==> config.mk <==
export PLATFORM = sky130hd
export DESIGN_NAME = gpio_mmio
export DESIGN_NICKNAME = d
export VERILOG_FILES = /design/src/rtl/gpio_mmio.sv
export SDC_FILE = /design/constraint.sdc
export NUM_CORES = 1
export LEC_CHECK = 0
export CAP_MARGIN = 30
export CORE_UTILIZATION = 51
export CTS_CLUSTER_DIAMETER = 80
export DETAILED_ROUTE_END_ITERATION = 12
export PLACE_DENSITY_LB_ADDON = 0.2
export SLEW_MARGIN = 20
export SYNTH_ARGS = -nofsm -noshare
export SYNTH_HDL_FRONTEND = slang
export SYNTH_SLANG_ARGS = --single-unit
==> constraint.sdc <==
create_clock -name clk -period 2.22 [get_ports clk]
set_clock_uncertainty 0.15 [all_clocks]
set_input_delay 0.555 -clock clk [delete_from_list [all_inputs] [get_ports clk]]
set_output_delay 0.555 -clock clk [all_outputs]
set_load 0.01 [all_outputs]
==> src/rtl/gpio_mmio.sv <==
// gpio_mmio: memory-mapped GPIO with synchronised, debounced buttons, W1C press latching and LED outputs.
// Define GPIO_PWM_EN to add an 8-bit PWM duty register (offset 3) that dims the LED outputs.
module gpio_mmio #(
    parameter int          N_BTN      = 4,
    parameter int          N_LED      = 4,
    parameter logic [15:0] BASE       = 16'h6000,
    parameter int          DEB_CYCLES = 1000
) (
    input  logic             clk,
    input  logic             reset_n,
    input  logic [15:0]      address,
    input  logic [15:0]      in,
    input  logic             load,
    output logic [15:0]      out,
    output logic             hit,
    input  logic [N_BTN-1:0] btn,
    output logic [N_LED-1:0] led,
    output logic             irq
);
    localparam int CW = $clog2(DEB_CYCLES + 1);

    logic [N_BTN-1:0] sync1, sync2, state, edge_q, rise_q, toggle, clr;
    logic [CW-1:0]    cnt [N_BTN];
    logic [N_LED-1:0] led_q;
    logic [1:0]       off;
    logic             we;

    assign hit = address[15:2] == BASE[15:2];
    assign off = address[1:0];
    assign we  = load && hit;
    assign clr = (we && off == 2'd1) ? in[N_BTN-1:0] : '0;
    assign irq = |edge_q;

    always_comb begin
        toggle = '0;
        for (int i = 0; i < N_BTN; i++)
            toggle[i] = (sync2[i] != state[i]) && (cnt[i] == CW'(DEB_CYCLES - 1));
    end

    // rise_q delays the press event one cycle so EDGE follows STATE; set beats a same-cycle clear
    always_ff @(posedge clk or negedge reset_n) begin
        if (!reset_n) begin
            sync1  <= '0;
            sync2  <= '0;
            state  <= '0;
            rise_q <= '0;
            edge_q <= '0;
            led_q  <= '0;
            for (int i = 0; i < N_BTN; i++)
                cnt[i] <= '0;
        end else begin
            sync1  <= ~btn;
            sync2  <= sync1;
            state  <= state ^ toggle;
            rise_q <= toggle & ~state;
            edge_q <= (edge_q & ~clr) | rise_q;
            if (we && off == 2'd2)
                led_q <= in[N_LED-1:0];
            for (int i = 0; i < N_BTN; i++)
                cnt[i] <= (sync2[i] == state[i] || toggle[i]) ? '0 : cnt[i] + 1'b1;
        end
    end

`ifdef GPIO_PWM_EN
    logic [7:0] pwm_cnt, duty;

    always_ff @(posedge clk or negedge reset_n) begin
        if (!reset_n) begin
            pwm_cnt <= '0;
            duty    <= 8'hFF;
        end else begin
            pwm_cnt <= pwm_cnt + 8'd1;
            if (we && off == 2'd3)
                duty <= in[7:0];
        end
    end

    assign led = led_q & {N_LED{duty == 8'hFF || pwm_cnt < duty}};
`else
    assign led = led_q;
`endif

    always_comb begin
        out = '0;
        if (hit && off == 2'd0) out[N_BTN-1:0] = state;
        if (hit && off == 2'd1) out[N_BTN-1:0] = edge_q;
        if (hit && off == 2'd2) out[N_LED-1:0] = led_q;
`ifdef GPIO_PWM_EN
        if (hit && off == 2'd3) out[7:0] = duty;
`endif
    end
endmodule
Yosys cells after proc, flatten, opt, wreduce, memory -nomap -nowiden
Index checks and enable logic that the tools add are counted.
{ "totals": {"reg_bits": 64, "inputBits": 39, "output_inout_bits": 22} }
{ "classes": {"eq_ne": 15, "muxes": 8, "reduce_logical": 16, "bitwise_logic": 7, "addsub": 4} }
{ "ops": {"columns": ["op", "n"], "rows": [
  ["10-bit by 1-bit adder with 10-bit output (second input constant)", 4],
  ["10-bit == test (second input constant)", 4],
  ["10-bit 2-to-1 mux", 4],
  ["4-bit 2-to-1 mux", 4],
  ["14-bit by 13-bit == test with 1-bit output (second input constant)", 1],
  ["4-bit inverter", 3],
  ["1-bit logical AND", 10],
  ["4-bit AND", 2],
  ["1-bit == test", 4],
  ["1-bit logical OR", 4],
  ["1-bit != test", 4],
  ["4-bit OR", 1],
  ["4-bit OR reduction", 1],
  ["4-bit XOR", 1],
  ["2-bit by 1-bit == test with 1-bit output (second input constant)", 1],
  ["2-bit == test (second input constant)", 1],
  ["2-bit logical NOT", 1]
]} }

Longest topological paths before layout
{ "logic_depth": {"word_depth": 7, "depth_mapped": 6, "depth_no_buf": 5} }

Worst setup path after synthesis
Ideal clock, no wire load.
{ "synth_timing": {"path_kind": "input -> register", "from": "in address[6]", "to": "reg led_q[0], in the netlist led[0]", "path_stages": 6, "setup_ns": 0.127, "path_slack_ns": 0.219, "arrival_time_ns": 1.724, "path_cell_list": "nor4_2 nand4_2 inv_2 and3_1 buf_4 mux2_1"} }
{ "synth_between": {"elab_chain_cells": 3} }
{ "synth_rtl": {"columns": ["element", "line", "rtl"], "rows": [
  ["from (decl)", "11", "input logic [15:0] address,"],
  ["14-bit by 13-bit == test with 1-bit output", "28", "assign hit = address[15:2] == BASE[15:2];"],
  ["via hit", "15", "output logic hit,"],
  ["1-bit logical AND", "30", "assign we = load && hit;"],
  ["1-bit logical AND", "57", "if (we && off == 2'd2)"],
  ["to (signal assigned)", "58", "led_q <= in[N_LED-1:0];"],
  ["to (decl)", "24", "logic [N_LED-1:0] led_q;"]
]} }
The timed path passes the listed nets, and every way through them passes these cells.
A chain may end at the register's enable or synchronous reset.

Final worst setup path
{ "layout_timing": {"from": "in address[7]", "to": "out out[2]"} }
{ "layout_between": {"elab_chain_cells": 5} }
{ "layout_rtl": {"columns": ["element", "line", "rtl"], "rows": [
  ["14-bit by 13-bit == test with 1-bit output *", "28", null],
  ["1-bit logical AND", "85", "if (hit && off == 2'd0) out[N_BTN-1:0] = state;"],
  ["4-bit 2-to-1 mux", "85", null],
  ["4-bit 2-to-1 mux", "86", "if (hit && off == 2'd1) out[N_BTN-1:0] = edge_q;"],
  ["4-bit 2-to-1 mux *", "87", "if (hit && off == 2'd2) out[N_LED-1:0] = led_q;"],
  ["to (decl)", "14", "output logic [15:0] out,"]
]} }
Every way passes the cells marked *; elsewhere a longest branch is shown, timed or not.

==> flow_summary.json <==
{
  "status": "completed",
  "final_cells": 402,
  "clock-root-buffer": "clkbuf_8",
  "vdd_ir_drop_max_mv": 0.3998,
  "regToRegStartpoint": "cnt[30]$_DFF_PN0_",
  "p_int_mw": 1.888,
  "rsz0062_at_grt": "yes",
  "grt_pass1_wl_um": 8970,
  "wl_met1_um": 2397,
  "startpoint": "address[7]",
  "fin_area_um2": 3652,
  "drive_above_1_share_pct": 19.39,
  "fp-row-count": 27,
  "cap_violations": 0,
  "clockBufferDepth": 2,
  "antenna_found_initial": 0,
  "synth_most_common_cell": "dfrtp_1",
  "end_kind": "output port",
  "p_clk_share_pct": 44.2,
  "n_antenna_cell": 0,
  "hold_viol_final": 0,
  "finalSetupViolations": 0,
  "num-nets-final": 368,
  "fin_setup_tns_ps": 0,
  "dp_cells": 383,
  "area_delta_synth_final_pct": 23.42,
  "drt-total-wl_um": 5145,
  "top_layer": "met4",
  "drt_iter0_markers": 84,
  "slew_violations": 0,
  "ys_seq_area_share_pct": 54.12,
  "io_buffers": 36,
  "vias": 2010,
  "viasPerCell": 5.000,
  "power_mw": 2.421,
  "clock.fmax_mhz": 454.6,
  "synthTopCellsByCount": "dfrtp_1 (64), nor2_1 (50), xnor2_1 (24)",
  "ios": 61,
  "drc_errors": 0,
  "route.met2.wl_um": 2342,
  "fill_cells": 454,
  "r2r_cells": 5,
  "synth_cell_types": 36,
  "worst-setup-path-type": "input port to output port",
  "cts_tree": "yes",
  "p_sw_share_pct": 22.00,
  "numCtsBuffers": 9,
  "crit_path_start_kind": "input port",
  "gr-total-overflow": 0,
  "path_clk_slew_ps": 70,
  "wire_per_inst_um": 12.80,
  "endpoint": "out[2]",
  "ys_ff_latch": 64,
  "p_per_area_nw_per_um2": 662.8,
  "finalCritPeriodShare_pct": 99.08,
  "syn_inst": 275,
  "cp_data_required_time_ps": 1510,
  "syn_area_um2": 2959,
  "r2r_slack_ps": 430,
  "clk_latency_ps": 340,
  "grt_start_max_net_pins": 65,
  "wl_met3_um": 301,
  "p_seq_share_pct": 49.9,
  "crit_path_max_fanout": 3,
  "htreeDepth": 3,
  "reg2reg_to": "cnt[39]$_DFF_PN0_",
  "layout.area.seq_um2": 1602,
  "die_w_um": 78.17,
  "grt_use_total_pct": 19.34,
  "dp_hpwl_um": 3596,
  "die_h_um": 78.17,
  "grt_pass1_vias": 2047,
  "gp_congestion": 0.8032,
  "yosysTopAreaCellShare_pct": 54.12,
  "p_comb_share_pct": 5.9,
  "synth_edf_count": 0,
  "dr.pass1.iters": 4,
  "crit_arrival_ps": 1490,
  "ys.warnings.count": 0,
  "synthArstFlopShare_pct": 100.0,
  "synth-main-ff-cell": "dfrtp_1",
  "cts.sinks": 64,
  "hp-class": "input port to async pin",
  "synth_top_area_cell": "dfrtp_1",
  "cts_hold_buffers": 0,
  "avgSynthCellArea_um2": 10.76,
  "power_switching_mw": 0.5325,
  "power.leakage_nw": 1.708,
  "ant_nets": 0,
  "layout_min_cycle_time_ps": 2200,
  "initial_core_util_pct": 53.41,
  "fp.coreArea_um2": 5540,
  "multi_input_area_um2": 1336,
  "die_area_um2": 6111,
  "placed_cell_area_um2": 3382,
  "synth.area.top_cells": "dfrtp_1 (54%), xnor2_1 (7.1%), nor2_1 (6.3%)"
}
[what timing repair did]
item / in CTS / in global routing
buffers inserted: 3 / 0
setup endpoints to repair: 10 / 5
pin swaps: 9 / 4
gates resized for setup: 86 / 14
[critical path, stage by stage]
cell	delay, ps
buf_2	110
nor4b_4	270
nand4_2	180
buf_6	170
nor2_4	100
buf_6	100
[metrics by stage]
| step | utilization, % | setup WS [ps] | hold WS, ps |
|---|---|---|---|
| after floorplan | - | 218.9 | 109.4 |
| after global placement | 61.04 | -660.4 | 184.5 |
| after detailed placement | 61.04 | -698.4 | 184.7 |
| after CTS | 65.22 | 0.4986 | 79.63 |
| after global routing | 65.92 | -23.90 | 82.12 |
| final | 65.92 | 20.48 | 67.68 |
[power groups by stage]
stage                     Sequential [mW]  Combinational (mW)  Clock, mW
after floorplan                      1.23              0.0745          0
after global placement               1.23               0.146          0
after detailed placement             1.23               0.149          0
after CTS                            1.21               0.145       1.09
after global routing                 1.21               0.163       1.15
final                                1.21               0.143       1.07
[cells in the final DEF, fill, tap and decap left out, drive strengths merged]
cell type | Yosys | layout
nor4 | 1 | 1
nand4b | 1 | 1
ha | 4 | 4
dfrtp | 64 | 64
xor2 | 12 | 12
a21o | 4 | 4
bufinv | 0 | 2
nor3b | 3 | 3
and3 | 7 | 7
clkdlybuf4s50 | 0 | 13
nor3 | 12 | 12
clkbuf | 1 | 12
nor2b | 2 | 2
or4 | 4 | 4
and2 | 3 | 3
nor4b | 2 | 2
nand2 | 17 | 17
dlygate4sd2 | 0 | 3
or2 | 1 | 1
nor2 | 50 | 50
buf | 14 | 24
mux2i | 4 | 4
clkinvlp | 0 | 1
nand2b | 3 | 3
clkdlybuf4s15 | 0 | 2
and3b | 1 | 1
conb | 1 | 12
xnor2 | 24 | 24
nand3 | 8 | 8
mux2 | 8 | 8
clkinv | 0 | 2
a21oi | 4 | 4
nand4 | 12 | 12
inv | 8 | 8
[worst min path at each step]
stage	end	slack (ps)	cells after the start
after floorplan	async pin	110	0
after global placement	sync2[1]$_DFF_PN0_	180	0
after detailed placement	sync2[3]$_DFF_PN0_	180	0
after CTS	cnt[15]$_DFF_PN0_	80	2
after global routing	cnt[36]$_DFF_PN0_	80	2
final	cnt[33]$_DFF_PN0_	70	2
[final cells by class]
class,instances,share of cell area [%]
Sequential cell,64,43.85
Clock inverter,5,2.227
Inverter,8,0.8222
Clock buffer,11,3.597
Timing Repair Buffer,43,10.45
Multi-Input combinational cell,199,36.59
Tap cell,72,2.467
[state kept, by name, indices dropped and copies added (netlist names), named ones only]
| register | count |
|---|---|
| cnt | 40 |
| edge_q | 4 |
| led | 4 |
| rise_q | 4 |
| sync1 | 4 |
| sync2 | 4 |
[cells by family (layout without fill, tap and decap cells)]
family / count (synthesis) / count (layout) / share of synthesized area (%)
other: 1 / 12 / 0.1267
multiplexers: 12 / 12 / 4.778
AND/OR/NAND/NOR: 127 / 127 / 22.33
AO/OA/AOI/OAI: 8 / 8 / 1.691
adder cells (fa/ha/maj): 4 / 4 / 1.691
buffers and inverters: 23 / 67 / 4.609
XOR/XNOR: 36 / 36 / 10.66
flip-flops: 64 / 64 / 54.12
[routing by layer]
| layer | up-vias | global-route usage [%] |
|---|---|---|
| met5 | - | 0 |
| met4 | 0 | 10.56 |
| met1 | 951 | 24.12 |
| li1 | 994 | - |
| met2 | 56 | 29.91 |
| met3 | 9 | 6.163 |
(Power assumes the default switching activity.)
